File: src/rtl/divider_arbiter.sv
// divider_arbiter: round-robin front end sharing one Newton-Raphson divider
// (Q16.16 operands, Q4.28 quotient) between NUM_REQ requesters.
// Divide-by-zero requests bypass the divider with a saturated result.
// After every divider operation the divider is recycled with a one-cycle div_rst.
// Optional feature macro: DIV_TIMEOUT_EN adds a WAIT watchdog that reports resp_err.
module divider_arbiter #(
    parameter int unsigned NUM_REQ        = 4,
    parameter int unsigned DATA_WIDTH     = 32,
    parameter int unsigned ID_WIDTH       = $clog2(NUM_REQ),
    parameter int unsigned TIMEOUT_CYCLES = 64
) (
    input  logic                             clk,
    input  logic                             rst,
    input  logic [NUM_REQ-1:0]               req_valid,
    output logic [NUM_REQ-1:0]               req_ready,
    input  logic [NUM_REQ*DATA_WIDTH-1:0]    req_N,
    input  logic [NUM_REQ*DATA_WIDTH-1:0]    req_D,
    output logic                             resp_valid,
    input  logic                             resp_ready,
    output logic [DATA_WIDTH-1:0]            resp_data,
    output logic [ID_WIDTH-1:0]              resp_id,
    output logic                             resp_dz,
    output logic                             resp_err,
    output logic [DATA_WIDTH-1:0]            div_N,
    output logic [DATA_WIDTH-1:0]            div_D,
    output logic                             div_in_valid,
    output logic                             div_rst,
    input  logic                             div_ready,
    input  logic                             div_out_valid,
    input  logic [DATA_WIDTH-1:0]            div_out
);

    localparam int unsigned MSB = DATA_WIDTH - 1;

    typedef enum logic [2:0] {
        ST_IDLE,
        ST_ISSUE,
        ST_WAIT,
        ST_RESP,
        ST_FLUSH
    } state_t;

    state_t                  state;
    logic [ID_WIDTH-1:0]     rr_ptr;
    logic [ID_WIDTH-1:0]     grant_idx;
    logic                    grant_found;
    logic                    accept_c;
    logic                    timeout_c;
    logic [DATA_WIDTH-1:0]   sel_n;
    logic [DATA_WIDTH-1:0]   sel_d;
    logic [ID_WIDTH-1:0]     next_ptr;

    // Elaboration-time parameter sanity
    if (NUM_REQ < 2 || NUM_REQ > 8) begin : g_bad_num_req
        $error("divider_arbiter: NUM_REQ must be 2..8");
    end
    if (DATA_WIDTH < 2) begin : g_bad_width
        $error("divider_arbiter: DATA_WIDTH too small");
    end
    if (TIMEOUT_CYCLES < 1) begin : g_bad_timeout
        $error("divider_arbiter: TIMEOUT_CYCLES must be at least 1");
    end

    // Requester index base+off, wrapped into 0..NUM_REQ-1
    function automatic logic [ID_WIDTH-1:0] wrap_idx(input logic [ID_WIDTH-1:0] base,
                                                     input int unsigned off);
        int unsigned s;
        s = 32'(base) + off;
        if (s >= NUM_REQ) s = s - NUM_REQ;
        return ID_WIDTH'(s);
    endfunction

    // Round-robin search from rr_ptr upward; the closest valid requester wins
    always_comb begin
        grant_found = 1'b0;
        grant_idx   = '0;
        for (int unsigned k = NUM_REQ; k > 0; k--) begin
            if (req_valid[wrap_idx(rr_ptr, k - 1)]) begin
                grant_found = 1'b1;
                grant_idx   = wrap_idx(rr_ptr, k - 1);
            end
        end
    end

    // Grant only in IDLE with a ready divider; operands of the granted requester
    always_comb begin
        accept_c  = (state == ST_IDLE) && div_ready && grant_found;
        req_ready = accept_c ? (NUM_REQ'(1) << grant_idx) : '0;
        sel_n     = req_N[32'(grant_idx) * DATA_WIDTH +: DATA_WIDTH];
        sel_d     = req_D[32'(grant_idx) * DATA_WIDTH +: DATA_WIDTH];
        next_ptr  = (grant_idx == ID_WIDTH'(NUM_REQ - 1)) ? '0 : grant_idx + ID_WIDTH'(1);
    end

`ifdef DIV_TIMEOUT_EN
    localparam int unsigned TO_W = $clog2(TIMEOUT_CYCLES + 1);

    logic [TO_W-1:0] wd_cnt;

    assign timeout_c = (state == ST_WAIT) && !div_out_valid &&
                       (wd_cnt == TO_W'(TIMEOUT_CYCLES - 1));

    // WAIT watchdog and the timeout flag it reports with the response
    always_ff @(posedge clk or negedge rst) begin
        if (!rst) begin
            wd_cnt   <= '0;
            resp_err <= 1'b0;
        end else begin
            if (state == ST_ISSUE) begin
                wd_cnt <= '0;
            end else if (state == ST_WAIT) begin
                wd_cnt <= wd_cnt + TO_W'(1);
            end
            if (timeout_c) begin
                resp_err <= 1'b1;
            end else if (accept_c || (state == ST_WAIT && div_out_valid)) begin
                resp_err <= 1'b0;
            end
        end
    end
`else
    assign timeout_c = 1'b0;
    assign resp_err  = 1'b0;
`endif

    // Transaction sequencer: grant, issue, wait, respond, recycle the divider
    always_ff @(posedge clk or negedge rst) begin
        if (!rst) begin
            state        <= ST_IDLE;
            rr_ptr       <= '0;
            div_N        <= '0;
            div_D        <= '0;
            div_in_valid <= 1'b0;
            div_rst      <= 1'b1;
            resp_valid   <= 1'b0;
            resp_data    <= '0;
            resp_id      <= '0;
            resp_dz      <= 1'b0;
        end else begin
            div_in_valid <= 1'b0;
            div_rst      <= 1'b0;
            case (state)
                ST_IDLE: begin
                    if (accept_c) begin
                        div_N   <= sel_n;
                        div_D   <= sel_d;
                        resp_id <= grant_idx;
                        rr_ptr  <= next_ptr;
                        if (sel_d == '0) begin
                            // Saturate toward the dividend's sign; divider never started
                            resp_data  <= {sel_n[MSB], {(DATA_WIDTH - 1){~sel_n[MSB]}}};
                            resp_dz    <= 1'b1;
                            resp_valid <= 1'b1;
                            state      <= ST_RESP;
                        end else begin
                            div_in_valid <= 1'b1;
                            state        <= ST_ISSUE;
                        end
                    end
                end
                ST_ISSUE: begin
                    state <= ST_WAIT;
                end
                ST_WAIT: begin
                    if (div_out_valid) begin
                        resp_data  <= div_out;
                        resp_dz    <= 1'b0;
                        resp_valid <= 1'b1;
                        state      <= ST_RESP;
                    end else if (timeout_c) begin
                        resp_data  <= '0;
                        resp_dz    <= 1'b0;
                        resp_valid <= 1'b1;
                        state      <= ST_RESP;
                    end
                end
                ST_RESP: begin
                    if (resp_ready) begin
                        resp_valid <= 1'b0;
                        if (resp_dz) begin
                            state <= ST_IDLE;
                        end else begin
                            div_rst <= 1'b1;
                            state   <= ST_FLUSH;
                        end
                    end
                end
                ST_FLUSH: begin
                    state <= ST_IDLE;
                end
                default: begin
                    state <= ST_IDLE;
                end
            endcase
        end
    end

endmodule

File: config.mk
export PLATFORM = sky130hd
export DESIGN_NAME = divider_arbiter
export DESIGN_NICKNAME = d
export VERILOG_FILES = /design/src/rtl/divider_arbiter.sv
export SDC_FILE = /design/constraint.sdc
export NUM_CORES = 1
export LEC_CHECK = 0
export BUFFER_PORTS_ARGS = -buffer_cell sky130_fd_sc_hd__buf_2
export CAP_MARGIN = 20
export CORE_AREA = 2 2 157 159
export DETAILED_ROUTE_END_ITERATION = 8
export DIE_AREA = 0 0 159 161
export GPL_ROUTABILITY_DRIVEN = 1
export HOLD_SLACK_MARGIN = 0.1
export PLACE_DENSITY = 0.64
export SETUP_SLACK_MARGIN = 0.05
export SYNTH_ARGS = -nofsm -noshare
export SYNTH_HDL_FRONTEND = slang
export SYNTH_SLANG_ARGS = --single-unit
File: constraint.sdc
create_clock -name clk -period 10.2 [get_ports clk]
set_clock_uncertainty 0.15 [all_clocks]
set_input_delay 0.51 -clock clk [delete_from_list [all_inputs] [get_ports clk]]
set_output_delay 0.51 -clock clk [all_outputs]
set_load 0.02 [all_outputs]
==> results_dict.tcl <==
set metrics [dict create \
    run_status "finished clean" \
    cts_tree "done" \
    grt_usage_pct 19.0 \
    yosys_warnings 0 \
    comb_power_share_pct 56.8 \
    initial_core_util_pct 27.6 \
    yosys-mux-area-fraction_pct 16.9 \
    ioPinCount 404 \
    drt_first_iter_violations 467 \
    netSwitchingFraction_pct 47.8 \
    post_synth_and_or_nand_nor_area_fraction_pct 23.6 \
    async_reset_ff_share_pct 100 \
    dp_slack_ns 4.21 \
    synth_compound_gate_area_share_pct 11.8 \
    antenna_found_initial 1 \
    drc 0 \
    critical_path_launch_point_type "flop" \
    ant_nets_after_route 0 \
    cts-hold-fix-buffers 1 \
    post_cts.repair.setup_buffers 0 \
    wl_um 25000 \
    synth_flop_cell "dfrtp_1" \
    post-layout-total-power_mw 2.59 \
    synthesized_cell_area_mm2 0.00662 \
    synth_xor_area_share_pct 0 \
    grt_first_pass_wirelength_um 38800 \
    dpl.hpwl_um 18800 \
    n_fill_cell 2550 \
    fraction_of_layout_instances_using_a_drive_strength_above_1_pct 41.9 \
    peak_supply_drop_mv 0.111 \
    grt_setup_unrepaired "no" \
    final.min_clock_period_ns 5.21 \
    cts_sinks 107 \
    maxClockFrequency_mhz 192 \
    intPower_mw 1.35 \
    static-leakage-power_nw 4.83 \
    fin_nets 1452 \
    clock_power_share_pct 14.3 \
    endpoint_kind "flop" \
    grt-ovfl-total 0 \
    chip_width_um 159 \
    grt_pass1_vias 6949 \
    crit_required_ns 10.30 \
    finish.cell_count_without_fillers 1481 \
    min_period_over_period_pct 51.1 \
    clockRootBuffer "clkbuf_16" \
    netlist-cell-type-count 48 \
    final-hold-violation-count 0 \
    syn2layout_area_growth_pct 38.7 \
    placeableCoreArea_mm2 0.0240 \
    postSynthCellCount 790 \
    tightestPinTransition_ns 0.889 \
    setup_ws_ns 4.99 \
    ys_seq_area_share_pct 40.4 \
    switching_power_mw 1.24 \
    final-seq-area_mm2 0.00268 \
    mappedNetlistNets 1091 \
    final-setup-viol-count 0 \
    yosys.area_share.adder_pct 0.756 \
    fp.dieArea_mm2 0.0256 \
    setup-tns-final_ns 0 \
    worstSetupPathType "reg2reg" \
    hold_path_class "in2reg" \
    yosys_register_bits 107 \
    dp_cells 1462 \
    std_cell_rows 57 \
    timing.hold.ws_ns 0.273 \
    worst_slew_margin_rel_pct 40.7 \
    synth_top_family_by_area "simple AND/OR/NAND/NOR gates" \
    worstSkewPairLatency_ns 0.36 \
    seqPwrFrac_pct 28.9 \
    grt_max_degree 79 \
    worst_ep_arrival_time_ns 5.31 \
    firstDrtPassIters 5 \
    crit_fanout 69 \
    synth.avg_cell_area_um2 8.38 \
    die_height_um 161 \
    finalWeightedCongestion 0.933 \
    detailroute.via_count 7097 \
    clock_tree.buffer_depth 2 \
    drv_cap 0 \
    avgViaCountPerCell 4.79 \
    cts_inserted_buffers 9 \
    multi_input_gate_area_in_the_final_layout_mm2 0.00353 \
    postCtsResizedCells 0 \
    slew_viol_final 0 \
    path_clk_slew_ns 0.09 \
    synth_edf_count 0 \
    route.detailed.wl_per_inst_um 16.9 \
    power_density_mw_per_mm2 282 \
    port_buffers 402 \
    htreeDepth 3 \
]
[path summary, 6_finish.rpt]
path / from / to / slack, ns / depth (start not counted)
setup / recovery: rr_ptr[1]$_DFFE_PN0P_ / resp_data[22]$_DFFE_PN0P_ / 4.99 / 13
hold reg to reg: resp_dz$_DFFE_PN0P_ / div_rst$_DFF_PN1_ / 0.33 / 1
hold / removal: resp_ready / div_rst$_DFF_PN1_ / 0.27 / 3
setup reg to reg: rr_ptr[1]$_DFFE_PN0P_ / resp_data[22]$_DFFE_PN0P_ / 4.99 / 13
max in group asynchronous: rst / resp_dz$_DFFE_PN0P_ / 8.01 / 3
min in group asynchronous: rst / resp_data[12]$_DFFE_PN0P_ / 0.56 / 2
[cell usage in the layout (no fill, tap or decap), types with 5 or more instances in the layout]
| cell type | synthesis | layout |
|---|---|---|
| a31oi_1 | 34 | 34 |
| mux2_1 | 12 | 12 |
| nand3_1 | 66 | 66 |
| o31ai_1 | 8 | 8 |
| buf_4 | 2 | 13 |
| and2_1 | 5 | 5 |
| buf_2 | 14 | 401 |
| nand2_1 | 235 | 235 |
| mux2i_1 | 49 | 49 |
| dfrtp_1 | 106 | 106 |
| inv_1 | 32 | 32 |
| clkbuf_16 | 0 | 9 |
| nor2_1 | 7 | 6 |
| mux2_2 | 42 | 42 |
| a211oi_1 | 16 | 16 |
| o21ai_0 | 47 | 47 |
| nor3b_1 | 16 | 16 |
[layer usage]
layer	vias to the layer above	track usage, %	wire [um]
li1	3442	-	-
met1	3291	25.4	11100
met2	327	30.8	11500
met3	37	4.65	1790
met4	0	5.45	575
met5	-	0	0
[worst max-delay path, stage by stage, from the launching register on]
cell and delay [ns]:
dfrtp_1 0.49, and3b_1 0.21, o21a_1 0.37, nor2_4 0.17
buf_4 0.52, buf_4 0.77, mux2i_1 0.28, mux2_2 0.19
nand4_1 0.11, nor4b_1 0.56, nand4_1 0.29, a21boi_4 0.28
buf_12 0.24, mux2_2 0.35
[synth_stat cells (2+ instances only)]
library cell | n | area share [%]
mux2i_1 | 49 | 7.4
nor4b_1 | 4 | 0.53
nor4_1 | 3 | 0.28
buf_6 | 4 | 0.68
o31ai_1 | 8 | 0.91
nor2_1 | 7 | 0.40
buf_4 | 2 | 0.23
nand2_1 | 235 | 13
o32a_1 | 2 | 0.30
buf_1 | 13 | 0.74
dfrtp_1 | 106 | 40
and3_1 | 4 | 0.38
nand3_1 | 66 | 5.0
o22ai_1 | 4 | 0.38
nand4_1 | 3 | 0.28
and2_1 | 5 | 0.47
a31oi_1 | 34 | 3.2
o21ai_0 | 47 | 3.6
ha_1 | 4 | 0.76
nor3b_1 | 16 | 1.8
clkbuf_1 | 33 | 1.9
buf_2 | 14 | 1.1
mux2_2 | 42 | 7.1
inv_1 | 32 | 1.8
mux2_1 | 12 | 2.0
a211oi_1 | 16 | 1.8
a21oi_1 | 3 | 0.23
nand2b_1 | 2 | 0.19
[per-stage QoR]
stage / utilization [%] / area (um2)
floorplan: - / 6620
global placement: 36.9 / 8850
detailed placement: 36.9 / 8850
CTS: 38.3 / 9170
global route: 38.3 / 9190
finish: 38.3 / 9190
[kinds of logic (layout without fill, tap and decap cells)]
family / Yosys count / after routing
simple gates: 352 / 352
mux: 104 / 104
compound gates: 122 / 122
buf+inv: 100 / 466
fa+ha+maj: 4 / 4
flops: 107 / 107
other cells: 1 / 2
[state kept, by name, indices dropped and copies added, names as in the netlist]
signal	count
div_D	32
div_N	32
div_in_valid	1
div_rst	1
resp_data	32
resp_dz	1
resp_id	2
resp_valid	1
rr_ptr	2
state	3
[power by group through the flow]
stage | logic (mW) | clock network, mW | registers [mW]
after floorplan | 0.766 | 0 | 0.974
after detailed placement | 1.48 | 0 | 0.755
final | 1.47 | 0.371 | 0.748
after global routing | 1.61 | 0.401 | 0.777
after CTS | 1.48 | 0.386 | 0.749
after global placement | 1.46 | 0 | 0.750
[cell type report]
type	count	area share, %
multi-input cells	583	38.4
flip-flops and latches	107	29.2
repair buffers	416	23.2
well taps	324	4.41
clock buffers	9	2.45
inverters	34	1.39
clock inverters	7	0.912
diodes	1	0.0272
No activity file was read; power rests on OpenSTA's default activity.
